$ cat config.mk
export PLATFORM = sky130hd
export DESIGN_NAME = hdb3_encoder
export DESIGN_NICKNAME = d
export VERILOG_FILES = /design/src/rtl/hdb3_encoder.sv
export SDC_FILE = /design/constraint.sdc
export NUM_CORES = 1
export LEC_CHECK = 0
export ABC_AREA = 1
export BUFFER_PORTS_ARGS = -buffer_cell sky130_fd_sc_hd__buf_2
export CORE_AREA = 2 2 39 41
export CTS_BUF_LIST = sky130_fd_sc_hd__clkbuf_8
export DETAILED_ROUTE_END_ITERATION = 6
export DIE_AREA = 0 0 41 43
export SLEW_MARGIN = 20
export SYNTH_ARGS = -nofsm -noshare
export SYNTH_HDL_FRONTEND = slang
export SYNTH_SLANG_ARGS = --single-unit
$ cat constraint.sdc
create_clock -name i_clk -period 1.3 [get_ports i_clk]
set_input_delay 0.26 -clock i_clk [delete_from_list [all_inputs] [get_ports i_clk]]
set_output_delay 0.26 -clock i_clk [all_outputs]
set_load 0.1 [all_outputs]
$ cat src/rtl/hdb3_encoder.sv
// HDB3 line encoder: NRZ in, two-rail bipolar symbols out.
// A three-deep lookahead pipeline lets a four-zero window be rewritten as B00V or 000V.
module hdb3_encoder #(
    parameter logic INIT_LAST_POL = 1'b0
) (
    input  logic       i_clk,
    input  logic       i_rst,
    input  logic       i_en,
    input  logic       i_data,
    output logic [1:0] o_hdb3_code,
    output logic       o_valid
);

    typedef enum logic [1:0] {
        SYM_ZERO = 2'd0,
        SYM_MARK = 2'd1,
        SYM_B    = 2'd2,
        SYM_V    = 2'd3
    } sym_t;

    // Polarity 1 means a positive pulse on the plus rail.
    function automatic logic [1:0] pulse_code(input logic pol);
        logic [1:0] code;
        if (pol) begin
            code = 2'b10;
        end else begin
            code = 2'b01;
        end
        return code;
    endfunction

    sym_t       p1_q, p1_d;
    sym_t       p2_q, p2_d;
    sym_t       p3_q, p3_d;
    logic [1:0] fill_q, fill_d;
    logic       parity_q, parity_d;
    logic       last_pol_q, last_pol_d;
    logic [1:0] code_q, code_d;
    logic       valid_q, valid_d;

    logic       subst_s;
    sym_t       out_sym_s;

    // Substitution detection and the symbol leaving the pipeline this enable.
    always_comb begin
        subst_s = (fill_q == 2'd3) && (i_data == 1'b0) &&
                  (p1_q == SYM_ZERO) && (p2_q == SYM_ZERO) && (p3_q == SYM_ZERO);
        out_sym_s = p3_q;
        if (subst_s && (parity_q == 1'b0)) begin
            out_sym_s = SYM_B;
        end else begin
            out_sym_s = p3_q;
        end
    end

    // Next-state for pipeline, fill, parity, polarity and the output register.
    always_comb begin
        p1_d       = p1_q;
        p2_d       = p2_q;
        p3_d       = p3_q;
        fill_d     = fill_q;
        parity_d   = parity_q;
        last_pol_d = last_pol_q;
        code_d     = code_q;
        valid_d    = valid_q;

        if (i_en) begin
            if (subst_s) begin
                p1_d = SYM_V;
            end else if (i_data) begin
                p1_d = SYM_MARK;
            end else begin
                p1_d = SYM_ZERO;
            end
            p2_d = p1_q;
            p3_d = p2_q;

            if (fill_q == 2'd3) begin
                fill_d = 2'd3;
            end else begin
                fill_d = fill_q + 2'd1;
            end

            if (subst_s) begin
                parity_d = 1'b0;
            end else if (i_data) begin
                parity_d = ~parity_q;
            end else begin
                parity_d = parity_q;
            end

            // B and marks alternate; V deliberately repeats the last polarity.
            case (out_sym_s)
                SYM_MARK, SYM_B: begin
                    code_d     = pulse_code(~last_pol_q);
                    last_pol_d = ~last_pol_q;
                end
                SYM_V: begin
                    code_d = pulse_code(last_pol_q);
                end
                SYM_ZERO: begin
                    code_d = 2'b00;
                end
                default: begin
                    code_d = 2'b00;
                end
            endcase

            valid_d = (fill_q == 2'd3);
        end else begin
            valid_d = valid_q;
        end
    end

    // State registers with synchronous reset.
    always_ff @(posedge i_clk) begin
        if (i_rst) begin
            p1_q       <= SYM_ZERO;
            p2_q       <= SYM_ZERO;
            p3_q       <= SYM_ZERO;
            fill_q     <= 2'd0;
            parity_q   <= 1'b0;
            last_pol_q <= INIT_LAST_POL;
            code_q     <= 2'b00;
            valid_q    <= 1'b0;
        end else begin
            p1_q       <= p1_d;
            p2_q       <= p2_d;
            p3_q       <= p3_d;
            fill_q     <= fill_d;
            parity_q   <= parity_d;
            last_pol_q <= last_pol_d;
            code_q     <= code_d;
            valid_q    <= valid_d;
        end
    end

    assign o_hdb3_code = code_q;
    assign o_valid     = valid_q;

endmodule

==> results of run 1 <==
final timing paths:
check                                 endpoint       start  slack, ns  depth (start not counted)
worst max-delay path            o_hdb3_code[0]     p3_q[0]       0.15                          9
worst max register to register  o_hdb3_code[0]     p3_q[0]       0.15                          9
worst min-delay path                 fill_q[1]       i_rst       0.25                          2
worst min register to register      last_pol_q  last_pol_q       0.48                          2
where the power goes:
part | switching [W] | total, W | internal [W] | leakage [nW]
clock network | 0.000148 | 0.000357 | 0.000209 | 0.0269
registers | 0.0000210 | 0.000445 | 0.000424 | 0.107
logic | 0.0000850 | 0.000131 | 0.0000463 | 0.144
flip-flops by register name, indices dropped and copies added (netlist names):
signal,cells
o_hdb3_code,2
last_pol_q,1
o_valid,1
parity_q,1
fill_q,2
p2_q,2
p3_q,2
p1_q,2
worst reg2reg max path: stages (launching register included):
cell,delay [ns]
dfxtp_1,0.32
nor2_2,0.11
nand2_1,0.07
nor2_2,0.10
nand3_1,0.08
nand2_1,0.12
nand2_1,0.06
nand2_1,0.06
nand2_1,0.05
a21oi_1,0.12
logic make-up after synthesis:
kind of cell           synth area share, %
flip-flops                            49.9
AND/OR/NAND/NOR                       26.4
AO/OA/AOI/OAI                         18.5
buffers and inverters                 5.27
placed cells by master (no fill, tap or decap):
master	synthesis	final
buf_2	1	3
clkbuf_8	0	3
nand2_4	1	1
buf_12	0	3
o21ai_1	1	1
nor3_1	2	2
nand3_1	3	3
nor2_2	2	2
a21oi_1	10	10
nor2_1	9	9
inv_1	5	6
o21ai_0	7	7
a31oi_1	1	1
nand4_1	1	1
inv_2	1	1
dfxtp_1	13	13
nand2_1	13	13
through the flow:
step | cells | instance area, µm² | total power, W | setup slack (ns)
finish | 95 | 657 | 0.000933 | 0.147
CTS | 95 | 657 | 0.000943 | 0.144
detailed placement | 91 | 612 | 0.000586 | 0.161
global placement | 91 | 612 | 0.000584 | 0.186
global route | 95 | 657 | 0.000976 | 0.0101
floorplan | 70 | 522 | 0.000541 | 0.00572
layout make-up:
class,instances,area [µm²]
Inverter,6,22.5
Clock inverter,1,3.75
Timing Repair Buffer,6,75.1
Multi-Input combinational cell,50,234
Sequential cell,13,260
Clock buffer,3,41.3
Tap cell,16,20.0
Fill cell,134,727
layer usage:
layer	GRT usage, %	part of all wire (%)	up-vias
met2	19.1	45	4
li1	-	-	250
met5	0	0	-
met1	18.2	48	201
met3	6.28	2.7	4
met4	14.0	3.6	0
==> flow_summary.json, run 1 <==
{
  "drtAntennaViolNets": 0,
  "synth_area_leaders": "dfxtp_1 (50%), a21oi_1 (9.6%), nand2_1 (9.4%), o21ai_0 (6.7%), nor2_1 (6.5%)",
  "slew_viol_final": 0,
  "grt_pass1_vias": 415,
  "rows": 14,
  "cts.sinks": 13,
  "crit_top_cell": "nand2_1",
  "synthDistinctLibCells": 15,
  "status": "finished, final reports clean",
  "crit_fanout": 3,
  "vias": 459,
  "grt_max_degree": 17,
  "cts.hold.buffers_added": 0,
  "grt_pass1_wl_um": 1660,
  "drc": 0,
  "yosys_warnings": 0,
  "power.leakage_nw": 0.278,
  "ioPinCount": 7,
  "arrival_ns": 1.33,
  "num_antenna_cells": 0,
  "synthCells": 70,
  "finalSetupViolCount": 0,
  "cap_viol_max_count": 0,
  "end_kind": "register",
  "synth_seq_cells": 13,
  "synth_top_area_share_pct": 49.9,
  "clk_pin_slew_ns": 0.05,
  "crit_buf_inv": 0,
  "ctsLongestPathBuffers": 2,
  "fp.coreArea_mm2": 0.00138,
  "cp_slowest_stage_delay_ns": 0.32,
  "synth_edf_count": 0,
  "h-tree-depth": 1,
  "critPathLaunchType": "register",
  "ys_seq_area_share_pct": 49.9,
  "post_cts_buffers": 0,
  "numCtsBuffers": 3,
  "drtIter0Drc": 11,
  "drive_gt1_share_pct": 16.5,
  "p_per_area_mw_per_mm2": 1420,
  "clock_latency_ns": 0.25,
  "grt_overflow_total": 0,
  "async_flop_share_pct": 0,
  "fmax_mhz": 868,
  "fin_crit_ns": 1.15,
  "synth_top_area_cell": "dfxtp_1",
  "final_util_pct": 47.5,
  "cts-root-buf": "clkbuf_8",
  "area_growth_pct": 25.9,
  "wl_per_cell_um": 10.0,
  "synthFlopType": "dfxtp_1",
  "start_util_pct": 37.7,
  "timing.slew.headroom_pct": 83.7,
  "gp_congestion": 0.748,
  "tightest_slew_ns": 0.245,
  "slowest_stage": "dfxtp_1",
  "die_area_mm2": 0.00176,
  "ctsResizeCount": 0,
  "vias_per_cell": 4.83,
  "cts_tree": "yes",
  "synth_commonest_cells": "dfxtp_1 (13), nand2_1 (13), a21oi_1 (10), nor2_1 (9), o21ai_0 (7)",
  "avgSynthCellArea_um2": 7.45,
  "fp.dieH_um": 43,
  "hpwl_um": 679,
  "critPathKind": "register to register",
  "mappedNetlistArea_um2": 522,
  "totalWireLength_um": 954,
  "die_w_um": 41,
  "port_buffers": 6,
  "holdWs_ns": 0.252,
  "hold_violations": 0,
  "synth_nets": 74,
  "min_path_type": "input pin to register",
  "ir_worst_vdd_uv": 699,
  "crit_required_ns": 1.48,
  "crit_chain": "nor2_2, nand2_1, nor2_2, nand3_1, nand2_1, nand2_1, nand2_1, nand2_1, a21oi_1",
  "tns_ns": 0,
  "crit_family": "simple AND/OR/NAND/NOR gates",
  "grt_setup_unrepaired": "no",
  "fin_skew_ns": 0.00215,
  "timing.final.crit_share_pct": 88.7,
  "nNetsFinal": 84,
  "antenna_found_initial": 0,
  "dr.pass1.iters": 4,
  "grt_use_total_pct": 15.1
}
No activity file was read; power rests on OpenSTA's default activity.
==> run 2: changes to the inputs <==
- CELL_PAD_IN_SITES_DETAIL_PLACEMENT: unset -> 0
- CELL_PAD_IN_SITES_GLOBAL_PLACEMENT: unset -> 1
- PLACE_DENSITY_LB_ADDON: unset -> 0.1
==> run 2 against run 1 <==
Effect of this change: via count increased by 5.7%; cell area increased by 7.4%; critical path depth decreased by 2; cell count increased by 3.2%; sequential cell count unchanged; combinational power increased by 15%; critical endpoint is now o_hdb3_code[1].
==> flow_summary.json, run 2 (synthesis results as in run 1) <==
{
  "num_antenna_cells": 0,
  "start_util_pct": 37.7,
  "p_per_area_mw_per_mm2": 1330,
  "drive_gt1_share_pct": 26.8,
  "crit_required_ns": 1.47,
  "ff2ff_path_depth": 7,
  "grt_setup_unrepaired": "no",
  "ir_worst_vdd_uv": 715,
  "grt_overflow_total": 0,
  "status": "finished, final reports clean",
  "antenna_found_initial": 0,
  "end_kind": "register",
  "hold_end": "o_hdb3_code[0]",
  "gp_congestion": 0.707,
  "grt_use_total_pct": 15.2,
  "hpwl_um": 736,
  "rrSetupSlack_ns": 0.14,
  "port_buffers": 6,
  "cts-root-buf": "clkbuf_8",
  "crit_fanout": 3,
  "h-tree-depth": 1,
  "grt_pass1_vias": 429,
  "rows": 14,
  "register_area_um2": 262,
  "min_path_cells": 2,
  "vias": 485,
  "grt_pass1_wl_um": 1800,
  "timing.rr.end": "o_hdb3_code[1]",
  "p_total_w": 0.000935,
  "timing.final.crit_share_pct": 89.0,
  "holdWs_ns": 0.272,
  "fp.coreArea_mm2": 0.00138,
  "vias_per_cell": 4.95,
  "dr.pass1.iters": 4,
  "area_growth_pct": 35.3,
  "fin_crit_ns": 1.16,
  "totalWireLength_um": 1060,
  "drtAntennaViolNets": 0,
  "clock_latency_ns": 0.23,
  "clk_pin_slew_ns": 0.05,
  "ctsLongestPathBuffers": 2,
  "multi_input_area_um2": 259,
  "hold_start": "i_rst",
  "hold_violations": 0,
  "die_w_um": 41,
  "tightest_slew_ns": 0.214,
  "grt_max_degree": 11,
  "cts.hold.buffers_added": 0,
  "slew_viol_final": 0,
  "cts_tree": "yes",
  "finalSetupViolCount": 0,
  "tns_ns": 0,
  "wl_per_cell_um": 10.8,
  "numCtsBuffers": 3,
  "fp.dieH_um": 43,
  "ioPinCount": 7,
  "final_cell_mix": "nand2_1 (12), dfxtp_1 (12), nor2_1 (9), a21oi_1 (8), o21ai_0 (7)",
  "cap_viol_max_count": 0,
  "min_path_type": "input pin to register",
  "critPathLaunchType": "register",
  "critPathKind": "register to register",
  "power.leakage_nw": 0.298,
  "die_area_mm2": 0.00176,
  "drc": 0,
  "arrival_ns": 1.33,
  "nNetsFinal": 87,
  "drtIter0Drc": 8,
  "timing.slew.headroom_pct": 85.7,
  "fin_skew_ns": 0.000856,
  "reg2reg_from": "p3_q[1]",
  "cts.sinks": 13,
  "fmax_mhz": 864,
  "fill_cells": 151
}
==> run 2: cell count changes in the layout (fill, tap and decap cells not counted), sizes merged <==
cell,change
buf,+3
==> run 2: worst max-delay path, cell delays in order, from the launching register on <==
cell and delay [ns]:
dfxtp_2 0.34, nor2_4 0.10, nand2_1 0.08, nor2_2 0.14, nand3_2 0.07, nand2_2 0.09
nand4_1 0.12, a21oi_1 0.16
==> run 2: final cells by class <==
| class | count | share of cell area [%] |
|---|---|---|
| clock inverter | 1 | 0.532 |
| sequential | 13 | 37.1 |
| multi-input combinational | 50 | 36.7 |
| tap | 16 | 2.84 |
| inverter | 6 | 3.19 |
| clock buffer | 3 | 5.85 |
| timing repair buffer | 9 | 13.8 |
==> run 2: report_power, final <==
group          switching (W)  leakage (nW)  internal (W)
Clock               0.000131        0.0269      0.000208
Combinational      0.0000926         0.163     0.0000570
Sequential         0.0000227         0.107      0.000425
Total               0.000246         0.298      0.000689
==> run 2: stage by stage <==
step	setup slack (ns)	instance area [µm²]	cells	utilization (%)
finish	0.143	706	98	51.0
global route	0.0171	706	98	51.0
CTS	0.138	672	97	48.6
detailed placement	0.156	627	93	45.3
global placement	0.184	627	93	45.3
floorplan	0.00572	522	70	-
==> run 2: worst max-delay path by stage <==
stage / start / endpoint / slack, ns
3_3_place_gp: i_data / last_pol_q / 0.18
5_1_grt: p3_q[1] / o_hdb3_code[1] / 0.02
4_1_cts: p3_q[0] / last_pol_q / 0.14
2_1_floorplan: o_hdb3_code[1] / o_hdb3_code[1] / 0.006
3_5_place_dp: p3_q[0] / last_pol_q / 0.16
6_report: p3_q[1] / o_hdb3_code[1] / 0.14
==> run 2: timing repair <==
| item | 4_1_cts | 5_1_grt |
|---|---|---|
| setup endpoints to repair | 0 | 3 |
| buffers inserted | 0 | 1 |
| resized for setup | 0 | 7 |
==> run 2: metal layers <==
| metal | share of wire (%) | wire [µm] | vias up | global-route usage, % |
|---|---|---|---|---|
| met4 | 0 | 0 | 0 | 4.00 |
| li1 | - | - | 256 | - |
| met1 | 48 | 507 | 224 | 21.3 |
| met3 | 3.4 | 36 | 0 | 6.28 |
| met2 | 49 | 513 | 5 | 20.9 |
| met5 | 0 | 0 | - | 0 |
==> run 3: changes to the inputs <==
- clock period: 1.3 -> 1.15 ns (I/O delays scaled with it)
==> run 3 against run 2 <==
Effect of this change: register-to-register slack lost 0.11 ns; clock-buffer cell count is the same; non-clock buffer count grew 2; clock power grew 16%; largest cell class unchanged; sequential cell count is the same; fmax grew 3.6%; cell area grew 3.2%; global-route usage shrank 0.48 points; combinational power grew 17%; critical path type unchanged.
==> flow_summary.json, run 3 (synthesis results as in run 1) <==
{
  "status": "finished, final reports clean",
  "sw_frac_of_total_pct": 26.8,
  "grt_max_degree": 10,
  "slew_viol_final": 0,
  "holdWs_ns": 0.225,
  "crit_family": "simple AND/OR/NAND/NOR gates",
  "power_frac_clock_pct": 36.5,
  "cts_tree": "yes",
  "vias": 488,
  "drtIter0Drc": 5,
  "mostFrequentLayoutCell": "nand2_1",
  "post_dp_cell_area_um2": 653,
  "nNetsFinal": 89,
  "hpwl_um": 783,
  "num_antenna_cells": 0,
  "cts.sinks": 13,
  "cp_slowest_stage_delay_ns": 0.34,
  "grt_overflow_total": 0,
  "crit_fanout": 3,
  "power_frac_seq_pct": 47.2,
  "ioPinCount": 7,
  "wl_per_cell_um": 10.7,
  "drive_gt1_share_pct": 35.7,
  "crit_buf_inv": 0,
  "timing.slew.headroom_pct": 84.5,
  "area_growth_pct": 39.6,
  "totalWireLength_um": 1070,
  "tightest_slew_ns": 0.232,
  "ir_worst_vdd_uv": 786,
  "rows": 14,
  "post_cts_buffers": 0,
  "die_w_um": 41,
  "timing.final.crit_share_pct": 97.1,
  "clock_latency_ns": 0.24,
  "clk_pin_slew_ns": 0.05,
  "p_per_area_mw_per_mm2": 1470,
  "grt_setup_unrepaired": "yes",
  "switchingPower_w": 0.000288,
  "drc": 0,
  "fin_crit_ns": 1.12,
  "min_path_type": "input pin to register",
  "crit_required_ns": 1.28,
  "port_buffers": 6,
  "power.leakage_nw": 0.310,
  "cts-root-buf": "clkbuf_8",
  "fmax_mhz": 895,
  "final_util_pct": 52.6,
  "numCtsBuffers": 3,
  "h-tree-depth": 1,
  "tns_ns": 0,
  "end_kind": "register",
  "final_cell_mix": "nand2_1 (10), a21oi_1 (9), nor2_1 (8), dfxtp_1 (8), o21ai_0 (7)",
  "dr.pass1.iters": 4,
  "crit_chain": "nor2_4, nand2_2, nor2_2, nand2_1, nand2_1, nand2_2, o21ai_2, a21oi_2",
  "cap_viol_max_count": 0,
  "grt_use_total_pct": 14.7,
  "gp_congestion": 0.711,
  "grt_pass1_vias": 427,
  "slowest_stage": "dfxtp_2",
  "combPwrFrac_pct": 16.3,
  "critPathKind": "register to register",
  "vias_per_cell": 4.88,
  "arrival_ns": 1.25,
  "critPathLaunchType": "register",
  "fin_skew_ns": 0.000706,
  "finalSetupViolCount": 0,
  "hold_violations": 0,
  "ctsLongestPathBuffers": 2,
  "p_int_w": 0.000786,
  "fp.dieH_um": 43,
  "final_area_um2": 728,
  "drtAntennaViolNets": 0,
  "fp.coreArea_mm2": 0.00138,
  "grt_pass1_wl_um": 1730,
  "antenna_found_initial": 0,
  "start_util_pct": 37.7,
  "die_area_mm2": 0.00176
}
-- run 3: cell types whose count changed in the layout (fill, tap and decap cells not counted), sizes merged --
cell / before / now
buf: 9 / 11
-- run 3: cell type report --
cell class | count | area [µm²]
clock buffers | 3 | 41.3
clock inverters | 1 | 3.75
fillers | 153 | 656
inverters | 6 | 22.5
multi-input cells | 50 | 262
flip-flops and latches | 13 | 267
well taps | 16 | 20.0
repair buffers | 11 | 113
-- run 3: power by group through the flow --
stage / Combinational, W / Clock (W) / Sequential, W
detailed placement: 0.000165 / 0 / 0.000512
floorplan: 0.0000660 / 0 / 0.000547
CTS: 0.000167 / 0.000410 / 0.000503
global route: 0.000194 / 0.000429 / 0.000510
finish: 0.000175 / 0.000392 / 0.000507
global placement: 0.000165 / 0 / 0.000512
-- run 3: per-stage QoR --
stage	setup slack, ns	cells	total power, W
6_report	0.0331	100	0.00107
5_1_grt	-0.102	100	0.00113
4_1_cts	0.0213	100	0.00108
3_5_place_dp	0.0105	96	0.000678
3_3_place_gp	0.0131	96	0.000677
2_1_floorplan	0.137	70	0.000613
-- run 3: final timing paths --
path / start / endpoint / slack, ns / cells after the start
min reg2reg: last_pol_q / last_pol_q / 0.48 / 2
max reg2reg: p3_q[0] / parity_q / 0.03 / 8
max: p3_q[0] / parity_q / 0.03 / 8
min: i_rst / o_hdb3_code[0] / 0.23 / 2
-- run 3: worst register-to-register path, cell delays in order, from the launching register on --
cell and delay, ns:
dfxtp_2 0.34, nor2_4 0.12, nand2_2 0.06, nor2_2 0.09
nand2_1 0.08, nand2_1 0.09, nand2_2 0.06, o21ai_2 0.14
a21oi_2 0.04
-- run 3: what timing repair did --
| item | in CTS | in global routing |
|---|---|---|
| pin swaps | 0 | 3 |
| resized for setup | 1 | 9 |
| setup endpoints to repair | 1 | 4 |
| hold endpoints to repair | 0 | 0 |
| hold buffers | 0 | 0 |
-- run 3: routing by layer --
| metal | vias to the layer above | track usage, % | share of wire [%] |
|---|---|---|---|
| li1 | 260 | - | - |
| met1 | 217 | 20.8 | 48 |
| met2 | 9 | 20.0 | 47 |
| met3 | 2 | 3.14 | 3.1 |
| met4 | 0 | 8.00 | 1.1 |
| met5 | - | 0 | 0 |
